===== src/rtl/fetch_ctrl.sv =====
// fetch_ctrl: PC sequencer feeding a prefetch FIFO to decode over valid/ready.
// Optional FETCH_BOUNDS_CHECK_EN traps out-of-range fetches into a sticky FAULT state.
module fetch_ctrl #(
  parameter int DATA_WIDTH = 32,
  parameter int MEM_SIZE   = 1024,
  parameter int FIFO_DEPTH = 2,
  parameter int RESET_PC   = 0
) (
  input  logic                  clk,
  input  logic                  rst,
  input  logic                  start_i,
  input  logic                  halt_i,
  input  logic                  redirect_i,
  input  logic [DATA_WIDTH-1:0] redirect_pc_i,
  output logic [DATA_WIDTH-1:0] imem_addr_o,
  input  logic [DATA_WIDTH-1:0] imem_instr_i,
  output logic                  instr_valid_o,
  input  logic                  instr_ready_i,
  output logic [DATA_WIDTH-1:0] instr_o,
  output logic [DATA_WIDTH-1:0] instr_pc_o,
  output logic [1:0]            state_o,
  output logic                  fault_o
);
  localparam int AW = $clog2(FIFO_DEPTH);
  typedef enum logic [1:0] {IDLE = 2'b00, RUN = 2'b01, HALTED = 2'b10, FAULT = 2'b11} state_t;
  state_t state;
  logic [DATA_WIDTH-1:0] pc, last_instr, last_pc;
  logic [DATA_WIDTH-1:0] buf_instr [FIFO_DEPTH];
  logic [DATA_WIDTH-1:0] buf_pc [FIFO_DEPTH];
  logic [AW-1:0] wr_ptr, rd_ptr;
  logic [AW:0] count;
  logic full, pop, redir, push_try, push, fault_hit;
  assign full = count == (AW+1)'(FIFO_DEPTH);
  assign instr_valid_o = count != '0;
  assign pop = instr_valid_o && instr_ready_i;
  assign redir = redirect_i && state != FAULT;
  assign push_try = state == RUN && !redirect_i && (!full || pop);
`ifdef FETCH_BOUNDS_CHECK_EN
  assign fault_hit = push_try && ((pc >> 2) >= DATA_WIDTH'(MEM_SIZE));
  assign fault_o = state == FAULT;
`else
  assign fault_hit = 1'b0;
  assign fault_o = 1'b0;
`endif
  assign push = push_try && !fault_hit;
  assign imem_addr_o = pc;
  assign state_o = state;
  // An empty buffer keeps presenting the last head it showed.
  assign instr_o = instr_valid_o ? buf_instr[rd_ptr] : last_instr;
  assign instr_pc_o = instr_valid_o ? buf_pc[rd_ptr] : last_pc;
  always_ff @(posedge clk) begin
    if (rst) begin
      state <= IDLE;
      pc <= DATA_WIDTH'(RESET_PC);
      wr_ptr <= '0;
      rd_ptr <= '0;
      count <= '0;
      last_instr <= '0;
      last_pc <= '0;
    end else begin
      if (instr_valid_o) begin
        last_instr <= buf_instr[rd_ptr];
        last_pc <= buf_pc[rd_ptr];
      end
      if (push) begin
        buf_instr[wr_ptr] <= imem_instr_i;
        buf_pc[wr_ptr] <= pc;
      end
      if (redir) begin
        wr_ptr <= '0;
        rd_ptr <= '0;
        count <= '0;
        pc <= {redirect_pc_i[DATA_WIDTH-1:2], 2'b00};
      end else begin
        if (push) begin
          wr_ptr <= wr_ptr + 1'b1;
          pc <= pc + DATA_WIDTH'(4);
        end
        if (pop) rd_ptr <= rd_ptr + 1'b1;
        count <= count + (AW+1)'(push) - (AW+1)'(pop);
      end
      if (fault_hit) state <= FAULT;
      else if (halt_i && state == RUN) state <= HALTED;
      else if (start_i && !halt_i && (state == IDLE || state == HALTED)) state <= RUN;
    end
  end
endmodule


===== config.mk =====
export PLATFORM = sky130hd
export DESIGN_NAME = fetch_ctrl
export DESIGN_NICKNAME = d
export VERILOG_FILES = /design/src/rtl/fetch_ctrl.sv
export SDC_FILE = /design/constraint.sdc
export NUM_CORES = 1
export LEC_CHECK = 0
export BUFFER_PORTS_ARGS = -buffer_cell sky130_fd_sc_hd__buf_4
export CAP_MARGIN = 20
export CORE_MARGIN = 2
export CORE_UTILIZATION = 23
export DETAILED_ROUTE_END_ITERATION = 6
export GPL_TIMING_DRIVEN = 0
export PLACE_DENSITY_LB_ADDON = 0.3
export SYNTH_ARGS = -nofsm -noshare
export SYNTH_HDL_FRONTEND = slang
export SYNTH_SLANG_ARGS = --single-unit

===== constraint.sdc =====
create_clock -name clk -period 9.2 [get_ports clk]
set_clock_uncertainty 0.1 [all_clocks]
set_input_delay 0.92 -clock clk [delete_from_list [all_inputs] [get_ports clk]]
set_output_delay 0.92 -clock clk [all_outputs]
set_load 0.005 [all_outputs]

# Word-level counts from Yosys, hierarchy flattened
# Memories as Yosys holds them, arrays and structs flattened. A register that Yosys moved wholly into a read port is not among the register bits.
# Index checks and enable logic that the tools add are counted.
[classes]
add_sub_neg = 5
eq_ne = 4
n_mux = 13
n_reduce_logical = 18
[op_table]
columns = ["op", "n"]
rows = [
  ["32-bit two-way mux", 4],
  ["32-bit by 3-bit adder with 32-bit output (second input constant)", 1],
  ["1-bit logical AND", 7],
  ["1-bit two-way mux", 7],
  ["2-bit nonzero test", 3],
  ["2-bit equality test (second input constant)", 2],
  ["2-bit two-way mux", 2],
  ["2-bit OR reduction", 2],
  ["1-bit zero test", 3],
  ["1-bit adder (second input constant)", 2],
  ["2-bit by 1-bit adder with 2-bit output", 1],
  ["2-bit by 1-bit equality test with 1-bit output (second input constant)", 1],
  ["2-bit zero test", 1],
  ["1-bit logical OR", 2],
  ["2-bit inequality test (second input constant)", 1],
  ["2-bit by 1-bit subtractor with 2-bit output", 1],
]
[word_totals]
ff_bits = 102
mem_bits_rw = 128
out_inout_bits = 100
wordCells = 51
memories = 2
[mem_list]
columns = ["memory", "words", "word_bits", "read_ports", "rd_ports_with_merged_regs", "write_ports", "line", "source"]
rows = [
  ["buf_instr", 2, 32, 1, 1, 1, "28", "logic [DATA_WIDTH-1:0] buf_instr [FIFO_DEPTH];"],
  ["buf_pc", 2, 32, 1, 1, 1, "29", "logic [DATA_WIDTH-1:0] buf_pc [FIFO_DEPTH];"],
]

# Longest topological paths before layout
[logic_depth]
ltp_word = 7
mapped_depth = 10
ltp_nobuf = 9

# Worst setup path after synthesis
# No wires, ideal clock.
[synth_path]
kind = "input -> register"
from = "in redirect_i"
to = "mem buf_instr[0][0] (enable)"
arrival_ps = 4322
required_ps = 8618
path_slack_ps = 4295
cell_stages = 3
cell_sequence = "or3b_4 > or3_1 > nor2_1"
[synth_between]
elab_chain_cells = 6
[synth_lines]
columns = ["item", "line", "source"]
rows = [
  ["start, declared", "13", "input logic redirect_i,"],
  ["1-bit zero test", "37", "assign push_try = state == RUN && !redirect_i && (!full || pop);"],
  ["1-bit logical AND (2 in a row)", "37", ""],
  ["1-bit two-way mux", "65", "if (push) begin"],
  ["1-bit two-way mux", "52", "if (rst) begin"],
  ["1-bit two-way mux (implied by the code)", "66", "buf_instr[wr_ptr] <= imem_instr_i;"],
  ["end, declared", "28", ""],
]
# Every way passes these cells.

# Worst setup path after layout
[layout_path]
from = "reg count[1]"
to = "out instr_o[22]"
[layout_between]
elab_chain_cells = 2
[layout_lines]
columns = ["item", "line", "source"]
rows = [
  ["start, declared", "31", "logic [AW:0] count;"],
  ["start signal, assigned", "80", "count <= count + (AW+1)'(push) - (AW+1)'(pop);"],
  ["2-bit nonzero test", "34", "assign instr_valid_o = count != '0;"],
  ["32-bit two-way mux", "n/a", ""],
  ["end, declared", "19", "output logic [DATA_WIDTH-1:0] instr_o,"],
]
# Every way passes these cells.

==> impl_metrics.toml <==
[status]
outcome = "completed"

[final_layout]
instances_no_fill = 1466
area_growth_syn_to_layout_pct = 32.1
nets = 1008
n_antenna_cell = 0
drive_above_1_share_pct = 22.6

[clock_tree]
cts_resized = 0
post_cts_buffers = 0
cts_buffers = 27
cts_max_level = 1
clock_tree.buffer_depth = 3
clock-sinks = 225
root_buffer = "clkbuf_16"
insertion_delay_ns = 0.52
cts_tree = "built"
hold_buffers = 0
clk_pin_slew_ns = 0.06

[synth]
synth_edf_count = 124
ys_seq_area_share_pct = 65.2
yosys_warnings = 0
synth.largest_area_cell = "edfxtp_1"
synth_top_area_share_pct = 42.2
syn_area_per_cell_sq_um = 12.0
synth_area_leaders = "edfxtp_1 42%, dfxtp_1 23%, mux2i_1 7.5%"
synth_cells = 736
synth_most_common_cell = "edfxtp_1"
synth_common_cells = "124 x edfxtp_1, 101 x dfxtp_1, 94 x nand2_1"
synth_area_sq_um = 8810
synth-main-ff-cell = "edfxtp_1"
ys_ff_latch = 225
synth_cell_type_count = 51
synth_async_sr_flop_share_pct = 0

[drt]
firstDrtPassIters = 5
met3_length_um = 1610
routed_wl_um = 25800
drcViolationCount = 0
top_layer = "met4"
viasPerCell = 4.28
drt-initial-drc-count = 265
wl_met2_um = 12200
postRouteAntennaNets = 0
wl_per_cell_um = 17.6
vias = 6268
drt-met1-wl_um = 11600

[floorplanning]
die_w_um = 200
coreArea_sq_um = 37700
io_pins = 170
die_area_sq_um = 39900
floorplan.initialDensity_pct = 23.4
die_h_um = 200
core.rowCount = 71

[timing]
setup-violations-final = 0
tightest_slew_ns = 0.988
hold_violations = 0
finalCriticalPeriod_ns = 4.10
final.period_utilization_pct = 44.6
tns_ns = 0
worst_slack_ns = 5.10
drv_slew = 0
relSlewSlack_pct = 33.5
max_freq_mhz = 244
rsz0062_at_grt = "false"

[pwr]
leakagePower_nw = 4.10
p_per_area_nw_per_um2 = 196
power_w = 0.00229
ir_drop_uv = 140

[worst_setup_path]
end_kind = "output port"
r2r-end = "count[1]$_SDFF_PP0_"
r2r-start = "count[1]$_SDFF_PP0_"
worstPathArrival_ns = 3.08
critPathLaunchType = "flop"
critPathKind = "flop to output port"
critPathLaunch = "count[1]$_SDFF_PP0_"
required_ns = 8.18
critPathMaxFanout = 10
r2r_setup_slack_ns = 6.11
r2r_cells = 10

[place]
place_worst_setup_slack_ns = 5.28
port_buffers = 163
routabilityCongestion = 0.800
place_inst = 1416
dp_hpwl_um = 18400

[min_path]
min_path_cells = 2
min_to = "wr_ptr$_SDFFE_PP0P_"
hp-class = "flop to flop"
hp-start = "wr_ptr$_SDFFE_PP0P_"

[global_routing]
grt_usage_pct = 12.7
grt_pass1_vias = 6059
grt-ovfl-total = 0
grt_max_degree = 27
grt_pass1_wl_um = 37900
antenna_found_initial = 0

[flow_run]
drv_cap = 0
## where the power goes
| part | switching (W) | internal, W |
|---|---|---|
| logic | 0.0000716 | 0.0000661 |
| registers | 0.0000240 | 0.00108 |
| clock network | 0.000411 | 0.000631 |
## critical path, stage by stage (launching register included)
cell	delay (ns)
dfxtp_1	0.34
nor2_1	0.41
buf_4	0.26
clkbuf_1	0.57
clkbuf_1	0.55
nand2_1	0.10
o21ai_0	0.15
buf_4	0.17
## cell usage in the layout (no fill, tap or decap), types with 4 or more instances in the layout
cell type,n
a21oi_1,19
a22oi_1,10
a31oi_1,10
and2_1,9
and3_1,6
and4_1,4
buf_1,4
buf_12,4
buf_4,167
clkbuf_1,46
clkbuf_16,27
clkinv_1,4
dfxtp_1,101
edfxtp_1,124
inv_1,7
mux2i_1,66
nand2_1,94
nand3_1,7
nand4_1,9
nor2_1,21
nor2b_1,64
nor3_1,6
nor4_1,6
o211ai_1,8
o21ai_0,65
or3_1,7
xnor2_1,4
## registers in the layout, summed over array words and instances (netlist names), named ones only
signal	flops
imem_addr_o	30
last_pc	32
state_o	2
buf_pc	60
rd_ptr	1
count	2
last_instr	32
buf_instr	64
wr_ptr	1
## kinds of logic (layout without fill, tap and decap cells)
kind of cell	count (synthesis)	after routing	synth area share (%)
and+or+nand+nor	250	250	14.9
DFF	225	225	65.2
AOI/OAI and AO/OA	131	131	8.76
muxes	68	68	7.75
buffers and inverters	52	269	2.37
xor gates and xnor gates	6	6	0.596
adders and majority gates	3	3	0.426
other	1	3	0.0425
## worst max path at each step
stage | slack, ns | depth (start not counted) | to
3_3_place_gp | 1.88 | 3 | buf_instr[1][11]$_DFFE_PP_
3_5_place_dp | 5.28 | 6 | instr_o[22]
6_report | 5.10 | 7 | instr_o[22]
5_1_grt | 4.79 | 7 | instr_o[22]
4_1_cts | 4.70 | 6 | instr_o[22]
2_1_floorplan | 4.30 | 3 | buf_instr[0][0]$_DFFE_PP_
## metrics by stage
step	hold slack, ns	instance area [sq um]	utilization, %
finish	0.415	11600	30.9
global route	0.434	11600	30.9
CTS	0.413	11600	30.9
detailed placement	0.404	10800	28.6
global placement	0.352	10700	28.4
floorplan	0.345	8820	-
## routing by layer
layer,up-vias,global-route usage [%]
li1,3070,-
met1,2992,16.7
met2,178,21.4
met3,28,2.76
met4,0,2.91
met5,-,0
## final cells by class
cell class / count / area [sq um]
flip-flops and latches: 225 / 5750
plain buffers: 44 / 176
inverters: 8 / 32.5
well taps: 511 / 639
fillers: 3897 / 26000
multi-input cells: 461 / 2880
clock buffers: 37 / 723
clock inverters: 12 / 136
repair buffers: 168 / 1310
No activity file was read; power rests on OpenSTA's default activity.
